## src/rtl/matmul_out_reader.sv

```systemverilog
// -----------------------------------------------------------------------------
// matmul_out_reader
//
// Drains the Matmul_top output buffer after the multiply completes and streams
// the result matrix out as packed beats over a valid/ready interface.
//
// Ports:
//   clk        - clock, rising edge
//   rst        - asynchronous active-high reset
//   start      - one-cycle pulse (from Matmul_top done); begins a readout
//   busy       - high while a readout is in progress (READ, DRAIN, DONE)
//   finished   - one-cycle pulse after the final beat has been accepted
//   buf_en     - output-buffer read enable
//   buf_addr   - output-buffer read address (row*OUT_COLS + col)
//   buf_dout   - output-buffer read data, valid one cycle after buf_en
//   m_valid    - beat valid
//   m_ready    - sink ready
//   m_data     - PACK packed elements, lowest address in the LSBs
//   m_row_end  - beat holds the last element of a matrix row
//   m_last     - beat is the last beat of the matrix
//
// Handshake: a beat transfers on a rising edge where m_valid && m_ready.
// Once m_valid is raised, m_data/m_row_end/m_last stay constant and m_valid
// stays high until that transfer; m_valid never depends on m_ready.
// -----------------------------------------------------------------------------
module matmul_out_reader #(
    parameter int DATA_WIDTH = 16,
    parameter int OUT_ROWS   = 64,
    parameter int OUT_COLS   = 64,
    parameter int ADDR_WIDTH = 12,
    parameter int PACK       = 4
) (
    input  logic                       clk,
    input  logic                       rst,
    input  logic                       start,
    output logic                       busy,
    output logic                       finished,
    output logic                       buf_en,
    output logic [ADDR_WIDTH-1:0]      buf_addr,
    input  logic [DATA_WIDTH-1:0]      buf_dout,
    output logic                       m_valid,
    input  logic                       m_ready,
    output logic [DATA_WIDTH*PACK-1:0] m_data,
    output logic                       m_row_end,
    output logic                       m_last
);

    localparam int N          = OUT_ROWS * OUT_COLS;
    localparam int NB         = N / PACK;           // beats per matrix
    localparam int BPR        = OUT_COLS / PACK;    // beats per row
    localparam int CW         = ADDR_WIDTH + 1;     // issue counter can reach N
    localparam int BCW        = $clog2(NB + 1);
    localparam int RCW        = $clog2(BPR + 1);
    localparam int FCW        = $clog2(PACK + 1);
    localparam int FIFO_DEPTH = 4;

    typedef enum logic [1:0] {
        IDLE  = 2'd0,
        READ  = 2'd1,
        DRAIN = 2'd2,
        DONE  = 2'd3
    } state_t;

    // FSM state, kept as a named signal so checkers can bind to it.
    state_t state;
    state_t state_next;

    logic [CW-1:0]              issue_cnt;
    logic                       rd_pending;     // read issued last cycle, data arriving now
    logic [DATA_WIDTH-1:0]      fifo_mem [FIFO_DEPTH];
    logic [1:0]                 fifo_wr_ptr;
    logic [1:0]                 fifo_rd_ptr;
    logic [2:0]                 fifo_count;
    logic [DATA_WIDTH*PACK-1:0] pack_reg;
    logic [FCW-1:0]             fill;           // slots of pack_reg holding data
    logic [FCW-1:0]             slot;           // slot written by the current pop
    logic [BCW-1:0]             beat_cnt;
    logic [RCW-1:0]             row_beat;

    logic credit_ok;
    logic issue;
    logic last_issue;
    logic fifo_push;
    logic fifo_pop;
    logic load_out;
    logic beat_xfer;
    logic start_accept;

    // A read is only issued when the FIFO is guaranteed room for its data,
    // counting the read still in flight from the previous cycle.
    assign credit_ok    = (4'(fifo_count) + 4'(rd_pending)) < 4'(FIFO_DEPTH);
    assign issue        = (state == READ) && credit_ok;
    assign last_issue   = issue && (issue_cnt == CW'(N - 1));
    assign buf_en       = issue;
    assign buf_addr     = issue_cnt[ADDR_WIDTH-1:0];
    assign start_accept = (state == IDLE) && start;

    assign fifo_push = rd_pending;
    assign beat_xfer = m_valid && m_ready;
    // The finished pack moves to the output register when the output is
    // empty or is being handed off this very cycle.
    assign load_out  = (fill == FCW'(PACK)) && (!m_valid || m_ready);
    // Popping into slot 0 in the same cycle as load_out keeps one element
    // per clock flowing when the sink never stalls.
    assign fifo_pop  = (fifo_count != 3'd0) && ((fill != FCW'(PACK)) || load_out);
    assign slot      = load_out ? FCW'(0) : fill;

    // ---------------------------------------------------------------- FSM
    always_ff @(posedge clk or posedge rst) begin
        if (rst) begin
            state <= IDLE;
        end else begin
            state <= state_next;
        end
    end

    always_comb begin
        state_next = state;
        busy       = (state != IDLE);
        finished   = 1'b0;
        case (state)
            IDLE: begin
                if (start) state_next = READ;
            end
            READ: begin
                if (last_issue) state_next = DRAIN;
            end
            DRAIN: begin
                if (beat_xfer && m_last) state_next = DONE;
            end
            DONE: begin
                finished   = 1'b1;
                state_next = IDLE;
            end
            default: state_next = IDLE;
        endcase
    end

    // ------------------------------------------------------- read issue
    always_ff @(posedge clk or posedge rst) begin
        if (rst) begin
            issue_cnt  <= '0;
            rd_pending <= 1'b0;
        end else begin
            rd_pending <= issue;
            if (start_accept) begin
                issue_cnt <= '0;
            end else if (issue) begin
                issue_cnt <= issue_cnt + CW'(1);
            end
        end
    end

    // ----------------------------------------------------- element FIFO
    always_ff @(posedge clk) begin
        if (fifo_push) begin
            fifo_mem[fifo_wr_ptr] <= buf_dout;
        end
    end

    always_ff @(posedge clk or posedge rst) begin
        if (rst) begin
            fifo_wr_ptr <= '0;
            fifo_rd_ptr <= '0;
            fifo_count  <= '0;
        end else begin
            if (fifo_push) fifo_wr_ptr <= fifo_wr_ptr + 2'd1;
            if (fifo_pop)  fifo_rd_ptr <= fifo_rd_ptr + 2'd1;
            fifo_count <= fifo_count + {2'b00, fifo_push} - {2'b00, fifo_pop};
        end
    end

    // ----------------------------------------------------------- packer
    always_ff @(posedge clk or posedge rst) begin
        if (rst) begin
            pack_reg <= '0;
            fill     <= '0;
        end else begin
            if (fifo_pop) begin
                for (int i = 0; i < PACK; i++) begin
                    if (slot == FCW'(i)) begin
                        pack_reg[i*DATA_WIDTH +: DATA_WIDTH] <= fifo_mem[fifo_rd_ptr];
                    end
                end
                fill <= slot + FCW'(1);
            end else if (load_out) begin
                fill <= '0;
            end
        end
    end

    // ---------------------------------------------------- output beat
    always_ff @(posedge clk or posedge rst) begin
        if (rst) begin
            m_valid   <= 1'b0;
            m_data    <= '0;
            m_row_end <= 1'b0;
            m_last    <= 1'b0;
            beat_cnt  <= '0;
            row_beat  <= '0;
        end else begin
            if (start_accept) begin
                beat_cnt <= '0;
                row_beat <= '0;
            end
            if (load_out) begin
                m_valid   <= 1'b1;
                m_data    <= pack_reg;
                m_row_end <= (row_beat == RCW'(BPR - 1));
                m_last    <= (beat_cnt == BCW'(NB - 1));
                beat_cnt  <= beat_cnt + BCW'(1);
                row_beat  <= (row_beat == RCW'(BPR - 1)) ? '0 : row_beat + RCW'(1);
            end else if (beat_xfer) begin
                m_valid <= 1'b0;
            end
        end
    end

endmodule

```

## config.mk

```make
export PLATFORM = sky130hd
export DESIGN_NAME = matmul_out_reader
export DESIGN_NICKNAME = d
export VERILOG_FILES = /design/src/rtl/matmul_out_reader.sv
export SDC_FILE = /design/constraint.sdc
export NUM_CORES = 1
export LEC_CHECK = 0
export BUFFER_PORTS_ARGS = -buffer_cell sky130_fd_sc_hd__buf_2
export CAP_MARGIN = 20
export CORE_ASPECT_RATIO = 1.1
export CORE_MARGIN = 2
export CORE_UTILIZATION = 50
export CTS_CLUSTER_SIZE = 14
export DETAILED_ROUTE_END_ITERATION = 16
export PLACE_DENSITY = 0.7
export RECOVER_POWER = 50
export SETUP_SLACK_MARGIN = 0.02
export SYNTH_ARGS = -nofsm -noshare
export SYNTH_HDL_FRONTEND = slang
export SYNTH_SLANG_ARGS = --single-unit
```

## constraint.sdc

```tcl
create_clock -name clk -period 12.8 [get_ports clk]
set_input_delay 2.56 -clock clk [delete_from_list [all_inputs] [get_ports clk]]
set_output_delay 2.56 -clock clk [all_outputs]
set_load 0.01 [all_outputs]
```

Word level (Yosys, flattened, before mapping)
Memory sizes are Yosys's and may differ from the RTL's.
Index checks and enable logic that the tools add are counted.
- register bits: 173
- memory bits (writable): 64
- input port bits: 20
- output and inout port bits: 82
- word-level logic and storage cells: 82
- memories kept: 1
- add/subtract/negate cells: 9
- $lt $le $gt $ge: 1
- equality and inequality tests: 14
- multiplexer cells: 18
- reductions and logical operators: 22
- memories (name ; words ; width ; rd ports ; clocked after memory_dff ; write ports ; RTL line ; RTL):
    fifo_mem ; 4 ; 16 ; 1 ; 0 ; 1 ; 70 ; logic [DATA_WIDTH-1:0] fifo_mem [FIFO_DEPTH];
- operators by type and width (cell ; number):
    $mux W13 ; 2
    $mux W11 ; 2
    $mux W5 ; 3
    $add A13 B1 Y13 const B ; 1
    $eq A13 B12 Y1 const B ; 1
    $add A11 B1 Y11 const B ; 1
    $eq A11 B10 Y1 const B ; 1
    $pmux W2 S4 ; 1
    $reduce_and A2 Y1 ; 4
    $reduce_bool A2 Y1 ; 4
    $logic_and A1 B1 Y1 ; 7
    $eq A3 B2 Y1 const B ; 2
    $mux W2 ; 3
    $mux W3 ; 2
    $ne A2 B2 Y1 const B ; 3
    $add A5 B1 Y5 const B ; 1
    $eq A5 B4 Y1 const B ; 1
    $mux W1 ; 5
    $add A2 B1 Y2 const B ; 2
    $add A3 B1 Y4 ; 1
    $eq A2 B2 Y1 const B ; 2
    $lt A4 B3 Y1 const B ; 1
    $add A3 B1 Y3 ; 1
    $add A3 B1 Y3 const B ; 1
    other kinds (11) ; 12

Logic depth before layout (Yosys ltp)
- word-level depth: 6
- gate-level depth with buffers: 9
- mapped depth without buffers: 9

Worst setup path after synthesis
OpenSTA, ideal clock, no wires.
- path kind: input port to flip-flop
- start point: input port m_ready
- end point: register fifo_count[2]
- library setup time: 0.122 ns
- data arrival time: 3.918 ns
- data required time: 12.678 ns
- path slack: 8.760 ns
- stages: 7
- path buffers: 0
- cell sequence: nand2b_1 -> o21bai_1 -> xnor2_1 -> ha_1 -> inv_1 -> fa_1 -> xor2_1
- cells in the longest elaborated chain, start to end: 5
- RTL lines (item ; RTL line ; RTL):
    from (decl) ; 42 ; input logic m_ready,
    $logic_or A1 B1 Y1 ; 102 ; assign load_out = (fill == FCW'(PACK)) && (!m_valid || m_ready);
    $logic_and A1 B1 Y1 ; 102 ;
    $logic_or A1 B1 Y1 ; 105 ; assign fifo_pop = (fifo_count != 3'd0) && ((fill != FCW'(PACK)) || load_out);
    $logic_and A1 B1 Y1 ; 105 ;
    $sub A3 B1 Y3 ; 169 ; fifo_count <= fifo_count + {2'b00, fifo_push} - {2'b00, fifo_pop};
    to (signal assigned) ; 169 ;
    to (decl) ; 73 ; logic [2:0] fifo_count;
Every way passes these cells.
A chain may end at the register's enable or synchronous reset.

Final worst setup path
- start point: input port m_ready
- end point: register m_last
- cells in the longest elaborated chain, start to end: 2
- RTL lines (item ; RTL line ; RTL):
    $logic_or A1 B1 Y1 ; 102 ;
    $logic_and A1 B1 Y1 ; 102 ;
    to (signal assigned) ; 210 ; m_last <= (beat_cnt == BCW'(NB - 1));
    to (decl) ; 45 ; output logic m_last
Every way passes these cells.

==> impl_metrics.env <==
export IMPL_nets=869
export IMPL_fin_setup_tns_ns=0
export IMPL_synth_cells=741
export IMPL_num_rows=52
export IMPL_drtAntennaViolNets=0
export IMPL_critPathMaxFanout=75
export IMPL_clockBufferDepth=3
export IMPL_r2r_start="fill[1]"
export IMPL_drive_gt1_frac=0.244
export IMPL_met3_usage=0.0265
export IMPL_synth_edf_count=64
export IMPL_critPathRequiredTime_ns=13.21
export IMPL_start_util=0.513
export IMPL_skew_ns=0.0235
export IMPL_syn_to_final_growth_pct=14.2
export IMPL_hold_viol=0
export IMPL_numCtsBuffers=23
export IMPL_min_path_type="flop to flop"
export IMPL_insertedDiodeCount=0
export IMPL_cts_sinks=237
export IMPL_fmaxAchievable_mhz=163
export IMPL_netlist_area_mm2=0.00952
export IMPL_p_leak_nw=4.94
export IMPL_timing_final_crit_share=0.481
export IMPL_ir_worst_vdd_mv=0.114
export IMPL_layout_commonest_cell="nand2_1"
export IMPL_powerDensity_mw_per_mm2=263
export IMPL_hold_start="pack_reg[28]"
export IMPL_grt_use_met2=0.294
export IMPL_die_h_um=149
export IMPL_dp_hpwl_um=11200
export IMPL_synth_area_leader_cell="dfrtp_1"
export IMPL_finish_utilization=0.586
export IMPL_io_buffers=101
export IMPL_htree_levels=1
export IMPL_clockRootBuffer="clkbuf_16"
export IMPL_ys_types=42
export IMPL_dieArea_mm2=0.0202
export IMPL_status="finished, violations left"
export IMPL_critPathMaxStageDelay_ns=2.32
export IMPL_placedCellCount=1047
export IMPL_crit_arrival_ns=6.56
export IMPL_yosys_warnings=0
export IMPL_grt_use_met1=0.256
export IMPL_post_route_min_period_ns=6.15
export IMPL_drv_slew=248
export IMPL_drv_cap=3
export IMPL_routed_wl_um=17400
export IMPL_ctsHoldBuffers=0
export IMPL_crit_start="m_ready"
export IMPL_syn_avg_cell_area_um2=12.8
export IMPL_critPathKind="input pin to flop"
export IMPL_layoutNonFillerInstCount=1088
export IMPL_rsz0062_at_grt="false"
export IMPL_violations="max-capacitance violations, max-slew violations"
export IMPL_path_common_cell="clkbuf_1"
export IMPL_drc=0
export IMPL_cts_setup_buffers=0
export IMPL_gp_congestion=0.766
export IMPL_power_w=0.00286
export IMPL_antenna_found_initial=0
export IMPL_ctsResizeCount=0
export IMPL_synth_top_area_frac=0.455
export IMPL_cts_tree="yes"
export IMPL_slew_headroom=-1.83
export IMPL_synth_ff_type="dfrtp_1"
export IMPL_grt_pass1_wl_um=28800
export IMPL_drtPass1Iterations=5
export IMPL_grt_max_degree=99
export IMPL_grt_usage=0.180
export IMPL_crit_chain="clkbuf_1, nor2b_1, nor2_4, clkbuf_1, nand4_1, or2_1, o21ai_0"
export IMPL_yosys_top_cells_area="dfrtp_1, edfxtp_1, nand2_1"
export IMPL_worstMarginPinSlew_ns=4.23
export IMPL_critPathLaunchType="input pin"
export IMPL_clk_pin_slew_ns=0.06
export IMPL_ys_seq_elements=237
export IMPL_core_area_mm2=0.0185
export IMPL_drt_iter0_drc=356
export IMPL_final_cell_mix="nand2_1, dfrtp_1, buf_2"
export IMPL_cp_slowest_cell="clkbuf_1"
export IMPL_vias=5688
export IMPL_die_x_um=136
export IMPL_synthesis_nets=781
export IMPL_cp_top_family="buffers and inverters"
export IMPL_first_global_vias=5588
export IMPL_busiest_layer="met2"
export IMPL_cp_num_buf_inv=2
export IMPL_setup_violations=0
export IMPL_pin_count=102
export IMPL_vias_per_cell=5.23
export IMPL_clock_latency_ns=0.52
export IMPL_async_flop_share=0.730
export IMPL_cp_end_kind="flop"
export IMPL_ys_seq_area_frac=0.657
export IMPL_grt_overflow=0
export IMPL_wl_per_cell_um=16.0
[tightest hold or removal path, cell delays in order (launching register included)]
cell	delay [ns]
dfrtp_1	0.34
nand2_1	0.05
nand2_1	0.05
[cell type report]
class                   instances  area (um^2)
fillers                      1518         7670
flip-flops and latches        237         6250
multi-input cells             447         2980
clock buffers                  35          676
repair buffers                105          505
well taps                     243          304
clock inverters                 6         95.1
inverters                      15         57.6
[metal layers]
| metal | share of wire | vias to the layer above |
|---|---|---|
| met5 | 0 | - |
| met4 | 0.020 | 0 |
| met3 | 0.044 | 26 |
| met2 | 0.47 | 117 |
| met1 | 0.47 | 2863 |
| li1 | - | 2682 |
[cells in the mapped netlist, types with 2 or more instances]
| master | count |
|---|---|
| o21ai_0 | 14 |
| and4_1 | 2 |
| nor2_1 | 21 |
| inv_1 | 15 |
| xnor2_1 | 6 |
| xor2_1 | 13 |
| clkbuf_1 | 14 |
| nand2_2 | 3 |
| o211ai_1 | 3 |
| a21oi_1 | 3 |
| o31ai_1 | 4 |
| mux4_2 | 16 |
| and2_1 | 8 |
| dfrtp_1 | 173 |
| nand3_1 | 10 |
| edfxtp_1 | 64 |
| buf_4 | 18 |
| and3_1 | 2 |
| mux2i_1 | 4 |
| buf_2 | 6 |
| mux2_2 | 64 |
| ha_1 | 19 |
| nand4_1 | 15 |
| buf_1 | 4 |
| nand2_1 | 221 |
| nor3_1 | 3 |
[where the power goes]
group          internal, W  switching, W
registers          0.00109      0.000176
clock network     0.000407      0.000274
logic             0.000416      0.000494
total              0.00191      0.000944
[worst paths after layout]
path                                end  slack [ns]  cells past startpoint
setup / recovery                 m_last        6.65                      7
hold / removal               m_data[28]        0.46                      2
setup reg to reg                 m_last        8.04                      8
hold reg to reg              m_data[28]        0.46                      2
max in group asynchronous   beat_cnt[1]        7.26                      3
min in group asynchronous  pack_reg[60]        3.29                      2
[cells by family after synthesis]
family	after synthesis	synth area share
and+or+nand+nor	290	0.126
DFF	237	0.657
xor gates and xnor gates	19	0.0175
AOI/OAI and AO/OA	33	0.0237
adders and majority gates	20	0.0271
buffers and inverters	57	0.0304
muxes	85	0.119
[through the flow]
| step | setup slack (ns) | hold WS (ns) | instance area [um^2] |
|---|---|---|---|
| after floorplan | 5.55 | 0.433 | 9520 |
| after global placement | 8.37 | 0.441 | 10100 |
| after detailed placement | 8.30 | 0.446 | 10100 |
| after CTS | 7.91 | 0.461 | 10900 |
| after global routing | 6.22 | 0.485 | 10900 |
| final | 6.65 | 0.461 | 10900 |
Power figures use the tool's default switching activity.
